===== src/rtl/ttt_move_engine.sv =====
// Computer-move generator for an N x N tic-tac-toe board.
// On start it snapshots both occupancy masks, then scans all lines for a
// winning move, then for a blocking move, then falls back to a positional
// pick (centre, corners, first free). The result is a registered one-hot cell.
module ttt_move_engine #(
  parameter int unsigned N = 3
) (
  input  logic             clk,
  input  logic             rst_n,
  input  logic             start,
  input  logic             mode,
  input  logic [N*N-1:0]   human_mask,
  input  logic [N*N-1:0]   comp_mask,
  output logic             busy,
  output logic             move_valid,
  output logic [N*N-1:0]   move_onehot,
  output logic             no_move
);

  localparam int unsigned CELLS  = N * N;
  localparam int unsigned L      = 2 * N + 2;
  localparam int unsigned LW     = $clog2(L);
  localparam int unsigned CW     = $clog2(N + 1);
  localparam int unsigned CENTRE = (CELLS - 1) / 2;

  localparam logic [CELLS-1:0] CENTRE_BIT = CELLS'(1) << CENTRE;
  localparam logic [CELLS-1:0] CORNER0    = CELLS'(1);
  localparam logic [CELLS-1:0] CORNER1    = CELLS'(1) << (N - 1);
  localparam logic [CELLS-1:0] CORNER2    = CELLS'(1) << (CELLS - N);
  localparam logic [CELLS-1:0] CORNER3    = CELLS'(1) << (CELLS - 1);

  typedef enum logic [2:0] {StIdle, StWin, StBlock, StPick, StEmit} state_e;

  // Cell membership of every line: rows, columns, main diagonal, anti-diagonal.
  function automatic logic [L-1:0][CELLS-1:0] build_lines();
    logic [L-1:0][CELLS-1:0] lines;
    lines = '0;
    for (int unsigned r = 0; r < N; r++) begin
      for (int unsigned c = 0; c < N; c++) begin
        lines[r][r*N+c]   = 1'b1;
        lines[N+c][r*N+c] = 1'b1;
      end
      lines[2*N][r*N+r]         = 1'b1;
      lines[2*N+1][r*N+N-1-r]   = 1'b1;
    end
    return lines;
  endfunction

  localparam logic [L-1:0][CELLS-1:0] LINES = build_lines();

  // Population count; only ever applied to a single line, so N fits in CW bits.
  function automatic logic [CW-1:0] popcnt(input logic [CELLS-1:0] v);
    logic [CW-1:0] cnt;
    cnt = '0;
    for (int unsigned i = 0; i < CELLS; i++) begin
      cnt = cnt + CW'(v[i]);
    end
    return cnt;
  endfunction

  state_e           state_q, state_d;
  logic [LW-1:0]    idx_q, idx_d;
  logic             mode_q, mode_d;
  logic [CELLS-1:0] hum_q, hum_d;
  logic [CELLS-1:0] comp_q, comp_d;
  logic [CELLS-1:0] onehot_q, onehot_d;
  logic             no_move_q, no_move_d;

  logic [CELLS-1:0] occ;
  logic [CELLS-1:0] empty_all;
  logic [CELLS-1:0] line_sel;
  logic [CELLS-1:0] empty_line;
  logic [CW-1:0]    hum_cnt;
  logic [CW-1:0]    comp_cnt;
  logic [CW-1:0]    empty_cnt;
  logic [CW-1:0]    own_cnt;
  logic [CW-1:0]    opp_cnt;
  logic             line_hit;
  logic             last_line;
  logic [CELLS-1:0] first_free;
  logic [CELLS-1:0] pick;

  // Evaluate the currently indexed line; BLOCK swaps the player roles.
  always_comb begin
    occ        = hum_q | comp_q;
    line_sel   = LINES[idx_q];
    empty_line = ~occ & line_sel;
    hum_cnt    = popcnt(hum_q & line_sel);
    comp_cnt   = popcnt(comp_q & line_sel);
    empty_cnt  = popcnt(empty_line);
    if (state_q == StBlock) begin
      own_cnt = hum_cnt;
      opp_cnt = comp_cnt;
    end else begin
      own_cnt = comp_cnt;
      opp_cnt = hum_cnt;
    end
    line_hit  = (own_cnt == CW'(N - 1)) && (opp_cnt == '0) && (empty_cnt == CW'(1));
    last_line = (idx_q == LW'(L - 1));
  end

  // Positional fallback over the snapshot; lowest set bit isolates first free.
  always_comb begin
    empty_all  = ~(hum_q | comp_q);
    first_free = empty_all & (~empty_all + CELLS'(1));
    pick       = first_free;
    if (mode_q) begin
      if (((N % 2) == 1) && |(empty_all & CENTRE_BIT)) begin
        pick = CENTRE_BIT;
      end else if (|(empty_all & CORNER0)) begin
        pick = CORNER0;
      end else if (|(empty_all & CORNER1)) begin
        pick = CORNER1;
      end else if (|(empty_all & CORNER2)) begin
        pick = CORNER2;
      end else if (|(empty_all & CORNER3)) begin
        pick = CORNER3;
      end
    end
  end

  // Next-state logic for the scan FSM and the captured snapshot.
  always_comb begin
    state_d   = state_q;
    idx_d     = idx_q;
    mode_d    = mode_q;
    hum_d     = hum_q;
    comp_d    = comp_q;
    onehot_d  = onehot_q;
    no_move_d = no_move_q;
    unique case (state_q)
      StIdle: begin
        if (start) begin
          mode_d    = mode;
          hum_d     = human_mask;
          comp_d    = comp_mask;
          onehot_d  = '0;
          no_move_d = 1'b0;
          idx_d     = '0;
          if (&(human_mask | comp_mask)) begin
            no_move_d = 1'b1;
            state_d   = StEmit;
          end else if (!mode) begin
            state_d = StPick;
          end else begin
            state_d = StWin;
          end
        end
      end
      StWin, StBlock: begin
        if (line_hit) begin
          onehot_d = empty_line;
          state_d  = StEmit;
        end else if (last_line) begin
          idx_d   = '0;
          state_d = (state_q == StWin) ? StBlock : StPick;
        end else begin
          idx_d = idx_q + LW'(1);
        end
      end
      StPick: begin
        onehot_d = pick;
        state_d  = StEmit;
      end
      StEmit: begin
        state_d = StIdle;
      end
      default: begin
        state_d = StIdle;
      end
    endcase
  end

  // State and snapshot registers with asynchronous clear.
  always_ff @(posedge clk or negedge rst_n) begin
    if (!rst_n) begin
      state_q   <= StIdle;
      idx_q     <= '0;
      mode_q    <= 1'b0;
      hum_q     <= '0;
      comp_q    <= '0;
      onehot_q  <= '0;
      no_move_q <= 1'b0;
    end else begin
      state_q   <= state_d;
      idx_q     <= idx_d;
      mode_q    <= mode_d;
      hum_q     <= hum_d;
      comp_q    <= comp_d;
      onehot_q  <= onehot_d;
      no_move_q <= no_move_d;
    end
  end

  assign busy        = (state_q != StIdle);
  assign move_valid  = (state_q == StEmit);
  assign move_onehot = onehot_q;
  assign no_move     = no_move_q;

endmodule


===== config.mk =====
export PLATFORM = sky130hd
export DESIGN_NAME = ttt_move_engine
export DESIGN_NICKNAME = d
export VERILOG_FILES = /design/src/rtl/ttt_move_engine.sv
export SDC_FILE = /design/constraint.sdc
export NUM_CORES = 1
export LEC_CHECK = 0
export BUFFER_PORTS_ARGS = -buffer_cell sky130_fd_sc_hd__buf_2
export CELL_PAD_IN_SITES_DETAIL_PLACEMENT = 1
export CELL_PAD_IN_SITES_GLOBAL_PLACEMENT = 2
export CORE_ASPECT_RATIO = 1.4
export CORE_MARGIN = 10
export CORE_UTILIZATION = 35
export DETAILED_ROUTE_END_ITERATION = 8
export PLACE_DENSITY = 0.78
export SYNTH_ARGS = -nofsm -noshare
export SYNTH_HDL_FRONTEND = slang
export SYNTH_SLANG_ARGS = --single-unit

===== constraint.sdc =====
create_clock -name clk -period 5.45 [get_ports clk]
set_clock_uncertainty 0.1 [all_clocks]
set_input_delay 0.545 -clock clk [delete_from_list [all_inputs] [get_ports clk]]
set_output_delay 0.545 -clock clk [all_outputs]
set_load 0.02 [all_outputs]

==> impl_summary.md, run 1 <==
Worst setup path
The signal on the critical path passes through inv_1, ha_1, mux2i_2, nand2_1, fa_1, inv_1, fa_1, fa_1, fa_1, nor3b_1, o21ai_0, nor4_4, buf_4, o31ai_4, mux2_2. The stage delay of the slowest cell on the critical path is 0.54 ns. For this design, the slowest cell found on the critical path is sky130_fd_sc_hd__fa_1.

The most frequent cell on the critical path is sky130_fd_sc_hd__fa_1. The category of the critical setup timing path is reg2reg. The largest driver fanout on the critical path is 7. The critical path launch point type is a flip-flop.

Data arrives at the worst endpoint at 5.16 ns. The endpoint kind of the worst setup timing path is a flip-flop. The worst endpoint required time is 5.52 ns.

STA
Based on the critical path, the design can be clocked at up to 196.6 MHz. The final setup violation count is 0. The total count of hold-check failures in the final report was 0.

The transition time of the tightest slew-check pin is 0.8104 ns. Of the available clock period, the critical path in the final layout requires 93.31%. For the finished layout, the period the worst path requires is 5.085 ns. The headroom to the max-slew limit is 45.97%. The final-report max-slew violation count is 0. The worst path meets setup with 0.3647 ns of slack.

Min path
The worst hold path belongs to the class in2async.

Routing
The violation count after the first detailed-routing iteration is 99. For this run, design rule violations remaining after detail routing come to 0. The routed design has 6986 microns of wire.

For this block, the via count after detailed routing is 2073. The routed wire length per instance is 17.08 microns. The number of vias per cell is 5.068. The first TritonRoute pass finished after 4 iterations. The number of antenna-violating nets in the routed design is 0.

Logic synthesis
In this run, synthesis produced a sequential element count of 35. After synthesis, the cell types taking the most area are sky130_fd_sc_hd__dfrtp_1 (35%), sky130_fd_sc_hd__nand2_1 (12%), sky130_fd_sc_hd__fa_1 (9.7%). The most common cell in the synthesized netlist is sky130_fd_sc_hd__nand2_1.

Of all flip-flops after synthesis, the portion carrying an async set or reset was 100.0%. The library cell occupying the most area in the post-synthesis netlist is sky130_fd_sc_hd__dfrtp_1. The mean instance size in the synthesized netlist is 8.907 sq um. The number of enable flip-flop cells after synthesis is 0. The net count after synthesis is 317. Synthesis handed over a netlist of 277 instances.

The commonest register cell after synthesis is sky130_fd_sc_hd__dfrtp_1. The area of the mapped netlist is 2467 sq um. The commonest cells after synthesis are sky130_fd_sc_hd__nand2_1 (76), sky130_fd_sc_hd__dfrtp_1 (35), sky130_fd_sc_hd__nor2_1 (20). After synthesis, the largest area contributor takes up 35.50% of total cell area.

Sequential elements use 35.50% of the synthesized area. Counting distinct cell types in the post-synthesis netlist gives 40. The count of yosys warnings during synthesis is 0.

Placement
Detailed placement finished with a half-perimeter wire length of 5524 microns. During placement, the flow inserted port buffers numbering 33. At the end of routability-driven placement, the weighted congestion stood at 0.9106. The worst setup slack before clock tree synthesis is 0.2503 ns. The placed instances occupy a cell area of 2729 sq um.

Outcome
The flow ran to the end, and the final reports show no timing, DRC or antenna violations.

CTS
The clock passes through at most 2 buffers. The TritonCTS buffer count is 5. Clock latency on the worst-skew pair, taken at its later pin, is 0.29 ns. After clock tree synthesis, the clock-pin slew on the worst setup and hold paths is 0.08 ns. TritonCTS built the clock tree.

The total number of H-tree levels is 2. The cell sitting at the root of the clock tree is a sky130_fd_sc_hd__clkbuf_8. The number of sinks driven by the clock tree is 35.

Cells and area
The fraction of final layout cells sized beyond drive strength 1 is 20.38%. The final layout contains 353 nets. Compared with the post-synthesis result, the final layout area differs by 15.21%.

The number of fillers in the final layout is 850. In the final layout, the multi-input gates occupy 1529 sq um. The repair_antennas step left the layout with diodes totalling 0.

After routing the design area is 2843 sq um. The area used by sequential logic in the layout is 877.1 sq um.

Global route
The first-pass GRT wire length is 11450 microns. The leftover overflow at the end of global routing is 0. The total global routing track utilization is 12.96%. For this run, global-route usage on met1 was measured as 15.41%. Entering global routing, the biggest net connects 36 pins. The busiest layer in global routing is met2.

The number of antenna violations at the first check in global routing is 0. The met3 usage is 2.074%. The via count of the first global-routing pass is 2192. For met2 alone, demand over resource in global routing was 22.94%.

Floorplanning
The initialized floorplan defines 36 standard-cell rows. The die is 90.96 microns wide. The initial standard-cell utilization of the core is 35.57%. The overall die area is 10860 sq um. From bottom edge to top edge, the die measures 119.3 microns. 34 I/O pins were placed.

In this run the standard cell core region covers 6937 sq um.

Pwr
The power per standard cell area is 766.6 nW/um^2. VDD sags by at most 0.2382 mV. The leakage power is 0.001323 uW.

Flow run
Max-cap violations in this run came to 0.
cell families after synthesis:
| kind of cell | after synthesis | share of synthesized area (%) |
|---|---|---|
| mux | 19 | 8.165 |
| simple gates | 142 | 26.88 |
| fa+ha+maj | 18 | 12.78 |
| flops | 35 | 35.50 |
| xor+xnor | 10 | 3.854 |
| compound gates | 34 | 9.635 |
| buf+inv | 19 | 3.194 |
stage by stage:
step | total power (uW) | hold WS, ns | utilization [%] | setup TNS, ns | std cells
after detailed placement | 1958 | 0.3697 | 39.34 | 0 | 398
after global placement | 1922 | 0.3597 | 39.34 | 0 | 398
final | 2179 | 0.2376 | 40.98 | 0 | 409
after floorplan | 1577 | 0.1494 | - | 0 | 277
after global routing | 2419 | 0.2891 | 40.98 | -0.04933 | 409
after CTS | 2150 | 0.2674 | 40.51 | 0 | 406
timing repair:
action                                  in CTS  in global routing
endpoints found under the setup margin       0                  8
setup buffers                                0                  2
resized for setup                            0                  2
hold buffers                                 0                  0
worst max-delay path, delay by kind of cell, from the launching register on:
family,cells,cell delay (ns)
and+or+nand+nor,3,0.73
DFF,1,0.43
muxes,2,0.59
buffers and inverters,3,0.34
adders and majority gates,5,2.45
AOI/OAI and AO/OA,2,0.33
power by group:
group / switching [uW] / internal (uW) / leakage (uW) / total (uW)
clock network: 94.3 / 89.7 / 0.0000422 / 184
logic: 849 / 622 / 0.000833 / 1470
registers: 144 / 380 / 0.000448 / 524
total: 1090 / 1090 / 0.00132 / 2180
layer usage:
layer,vias to the layer above,share of wire (%)
li1,1000,-
met1,1021,43
met2,45,52
met3,7,3.4
met4,0,1.7
met5,-,0
cell usage in the layout, fill, tap and decap left out, types with 2 or more instances in the layout:
master,n
sky130_fd_sc_hd__a21boi_0,3
sky130_fd_sc_hd__or2_2,4
sky130_fd_sc_hd__dfrtp_1,34
sky130_fd_sc_hd__ha_1,6
sky130_fd_sc_hd__nand2_1,76
sky130_fd_sc_hd__xnor2_1,8
sky130_fd_sc_hd__or3_1,3
sky130_fd_sc_hd__a21oi_1,2
sky130_fd_sc_hd__mux2i_1,9
sky130_fd_sc_hd__o22ai_1,6
sky130_fd_sc_hd__clkbuf_1,2
sky130_fd_sc_hd__nand4_1,2
sky130_fd_sc_hd__fa_1,12
sky130_fd_sc_hd__buf_4,5
sky130_fd_sc_hd__o31ai_1,3
sky130_fd_sc_hd__a22oi_1,3
sky130_fd_sc_hd__nand2b_1,5
sky130_fd_sc_hd__mux2_2,9
sky130_fd_sc_hd__inv_1,9
sky130_fd_sc_hd__clkbuf_8,5
sky130_fd_sc_hd__nor3_1,11
sky130_fd_sc_hd__nor2_1,20
sky130_fd_sc_hd__nand3b_1,2
sky130_fd_sc_hd__nor2b_1,8
sky130_fd_sc_hd__buf_2,33
sky130_fd_sc_hd__and2_1,5
sky130_fd_sc_hd__o21ai_0,10
sky130_fd_sc_hd__nor3b_1,2
area by class of cell:
cell class	instances	area share, %
well taps	95	4.181
clock buffers	7	2.685
inverters	9	1.188
repair buffers	38	7.130
flip-flops and latches	35	30.85
clock inverters	1	0.1761
multi-input cells	224	53.79
path summary, 6_finish.rpt:
path,end,slack [ns],depth (start not counted),from
max in group asynchronous,idx_q[0],4.45,1,rst_n
setup / recovery,move_onehot[3],0.36,15,idx_q[0]
hold reg to reg,no_move,0.38,2,no_move
min in group clk,state_q[1],0.35,2,mode
setup reg to reg,move_onehot[3],0.36,15,idx_q[0]
hold / removal,mode_q,0.24,1,rst_n
sequential cells by signal (all words and copies together) (netlist names):
name         count
comp_q           9
hum_q            9
idx_q            3
mode_q           1
move_onehot      9
no_move          1
state_q          3
Note: power is estimated with default switching activity, not from simulation.
==> run 2, diff against run 1 <==
--- a/config.mk
+++ b/config.mk
@@ -9,10 +9,9 @@
 export CELL_PAD_IN_SITES_DETAIL_PLACEMENT = 1
 export CELL_PAD_IN_SITES_GLOBAL_PLACEMENT = 2
 export CORE_ASPECT_RATIO = 1.4
-export CORE_MARGIN = 10
-export CORE_UTILIZATION = 35
+export CORE_UTILIZATION = 32
 export DETAILED_ROUTE_END_ITERATION = 8
-export PLACE_DENSITY = 0.78
+export PLACE_DENSITY = 0.75
 export SYNTH_ARGS = -nofsm -noshare
 export SYNTH_HDL_FRONTEND = slang
 export SYNTH_SLANG_ARGS = --single-unit
==> constraint.sdc (replaced) <==
create_clock -name clk -period 4.1 [get_ports clk]
set_clock_uncertainty 0.1 [all_clocks]
set_input_delay 0.41 -clock clk [delete_from_list [all_inputs] [get_ports clk]]
set_output_delay 0.41 -clock clk [all_outputs]
set_load 0.02 [all_outputs]
==> run 2 against run 1 <==
Worst setup slack worse by 0.76 ns; final cell count is 6.6% higher; sequential cell count stayed put; core utilization is 2.0 points higher; largest cell class unchanged; register-to-register slack worse by 0.76 ns; die area is 26% lower; the flow now finishes with violations (setup timing); global-route usage is 6.0 points higher; sequential share of layout area is 3.3 points lower; critical path depth stayed put; via count is 3.1% higher; cell area is 12% higher; routed wire length is 0.50% higher.
==> impl_summary.md, run 2 (synthesis results as in run 1) <==
Outcome
The checks that failed: setup timing. The flow ran to the end, but the final reports show violations.

Worst setup path
The critical path goes through inv_2, ha_4, mux2i_4, nand2_2, fa_1, inv_1, fa_1, fa_1, fa_2, xnor2_2, xnor2_2, and4bb_4, o31ai_4, buf_12, mux2_4. The family with the most delay on the worst path is adder cells. STA classifies the critical path startpoint as a flip-flop. The worst setup path is captured at a flip-flop. The largest driver fanout on the critical path was 9 (+2). The arrival time at the worst endpoint is 4.57 ns (-0.59 ns).

The worst endpoint required time is 4.18 ns (-1.34 ns). The category of the critical setup timing path is reg2reg. The stage delay of the slowest cell on the critical path is 0.51 ns (-0.03 ns). The most numerous cell type found on the critical path is sky130_fd_sc_hd__fa_1.

The slowest stage of the critical path belongs to the cell sky130_fd_sc_hd__fa_1. The count of buffer and inverter cells on the critical path is 3 (unchanged).

Routing
The routed wire length per instance is 16.10 microns (-5.7%). The total length of routed met3 wires was 192 microns (-20%). The wire length the detailed router placed on met1 is 2860 microns (-3.9%). The highest metal layer used by the detailed router is met4.

The remaining design rule violation count is 0 (unchanged). The number of antenna-violating nets in the routed design was 0 (unchanged). The routed length on met2 is 3808 microns (+4.2%).

The via total after detailed routing is 2137 (+3.1%). The number of detailed-routing iterations run before antenna repair is 4 (unchanged). The total wire length is 7021 microns (+0.50%).

The number of vias per cell is 4.901 (-3.3%). The violation count after the first detailed-routing iteration is 63 (-36%).

STA
The total count of hold-check failures in the final report is 0 (unchanged). The minimum hold slack is 0.09471 ns (-0.1429 ns). The maximum frequency from static timing analysis is 222.3 MHz (+13%).

Setup repair after global routing could not meet its margin everywhere. The final setup violation count is 15 (+15). The final period demand of the worst path came to 4.498 ns (-0.5872 ns). The transition time of the tightest slew-check pin is 0.7903 ns (-0.02010 ns). The final-report max-slew violation count is 0 (unchanged). The final critical-path setup slack is -0.3981 ns (-0.7628 ns).

The headroom to the max-slew limit came to 47.31% (+1.3 points). The fraction of the cycle the final worst path needs was 109.7% (+16 points).

Cells and area
The area growth from synthesis to layout is 28.96%. The area used by sequential logic in the layout is 875.8 sq um (-0.14%). The number of fillers in the final layout is 893 (+5.1%). The fraction of final layout cells sized beyond drive strength 1 was 31.56% (+11 points).

The final antenna diode count is 0 (unchanged). The multi-input logic area came to 1659 sq um (+8.5%). The number of nets in the layout is 378 (+7.1%). The library cell used most frequently in the layout, excluding fill and tap cells, is sky130_fd_sc_hd__nand2_1.

The number of non-filler instances in the completed layout is 436 (+6.6%). In the layout the commonest cells are sky130_fd_sc_hd__nand2_1 (74), sky130_fd_sc_hd__dfrtp_1 (35), sky130_fd_sc_hd__buf_2 (33).

Placement
The placer congestion estimate is 0.8137 (-11%). The final HPWL from detailed placement was 5765 microns (+4.4%). The placed instance count is 424 (+6.5%). The number of buffer cells added on primary ports is 33 (unchanged).

CTS
The number of sinks driven by the clock tree was 35 (unchanged). The worst-case clock buffer depth is 2 (unchanged). The clock insertion delay at the later pin of the skew report was 0.30 ns (about the same).

The total number of H-tree levels is 2 (unchanged). The TritonCTS buffer count was 5 (unchanged). The clock tree from TritonCTS is built. The master cell of the clock root buffer is sky130_fd_sc_hd__clkbuf_8. The clock transition at the registers of the reported paths is 0.08 ns (about the same).

Global route
The total global routing track utilization is 18.95% (+6.0 points). The via count of the first global-routing pass is 2336 (+6.6%). The first-pass GRT wire length is 11760 microns (+2.7%). The leftover overflow at the end of global routing is 0 (unchanged).

The maximum number of pins on one net before global-route repair came to 36 (unchanged). The number of antenna violations at the first check in global routing was 0 (unchanged).

Floorplanning
The number of rows created at floorplan is 37 (+2.8%). The overall die area is 8070 sq um (-26%). The core box area was 7407 sq um (+6.8%). The initial standard-cell utilization of the core was 33.31% (-2.3 points).

The number of I/O pins came to 34 (unchanged). The vertical die dimension is 105.9 microns (-11%). The die boundary width is 76.21 microns (-16%).

Flow run
The number of max-cap violations is 0 (unchanged).

Min path
The worst min-delay path category is in2async.
## run 2: stage by stage
step / util [%] / area (sq um) / TNS [ns] / worst slack (ns)
after floorplan: - / 2585 / -3.351 / -0.3498
after global placement: 40.90 / 3029 / -6.266 / -0.4934
after detailed placement: 40.90 / 3029 / -7.647 / -0.5641
after CTS: 42.55 / 3152 / -5.376 / -0.4221
after global routing: 42.96 / 3182 / -7.083 / -0.5284
final: 42.96 / 3182 / -4.869 / -0.3981
## run 2: worst reg2reg max path, delay by kind of cell (launching register included)
| family | cells | cell delay (ns) |
|---|---|---|
| adder cells (fa/ha/maj) | 5 | 2.06 |
| multiplexers | 2 | 0.54 |
| flip-flops | 1 | 0.40 |
| buffers and inverters | 3 | 0.34 |
| XOR/XNOR | 2 | 0.34 |
| AND/OR/NAND/NOR | 2 | 0.33 |
| AO/OA/AOI/OAI | 1 | 0.29 |
## run 2: timing repair
item | 4_1_cts | 5_1_grt
pin swaps | 3 | 3
setup buffers | 1 | 3
endpoints found under the setup margin | 15 | 15
resized for setup | 5 | 3
hold buffers | 0 | 0
## run 2: per-layer routing
layer  vias to the layer above  GRT usage (%)
met1                      1032          21.51
li1                       1047              -
met4                         0          7.005
met5                         -              0
met3                        13          2.232
met2                        45          35.91
## run 2: area by class of cell
cell class	instances	share of cell area (%)
clock inverters	1	0.1573
clock buffers	7	2.399
well taps	97	3.814
flip-flops and latches	35	27.53
repair buffers	64	12.90
multi-input cells	223	52.14
inverters	9	1.062
## run 2: path summary, 6_finish.rpt
kind	slack (ns)	depth (start not counted)	start	endpoint
setup / recovery	-0.40	15	idx_q[0]	move_onehot[0]
hold / removal	0.09	1	rst_n	idx_q[1]
setup reg to reg	-0.40	15	idx_q[0]	move_onehot[0]
hold reg to reg	0.39	2	no_move	no_move
max in group asynchronous	3.31	1	rst_n	move_onehot[8]
min in group clk	0.21	2	mode	state_q[1]
Power of run 2 is not shown: default switching activity piles up to over one toggle a cycle in this logic, so the estimate is an artifact.
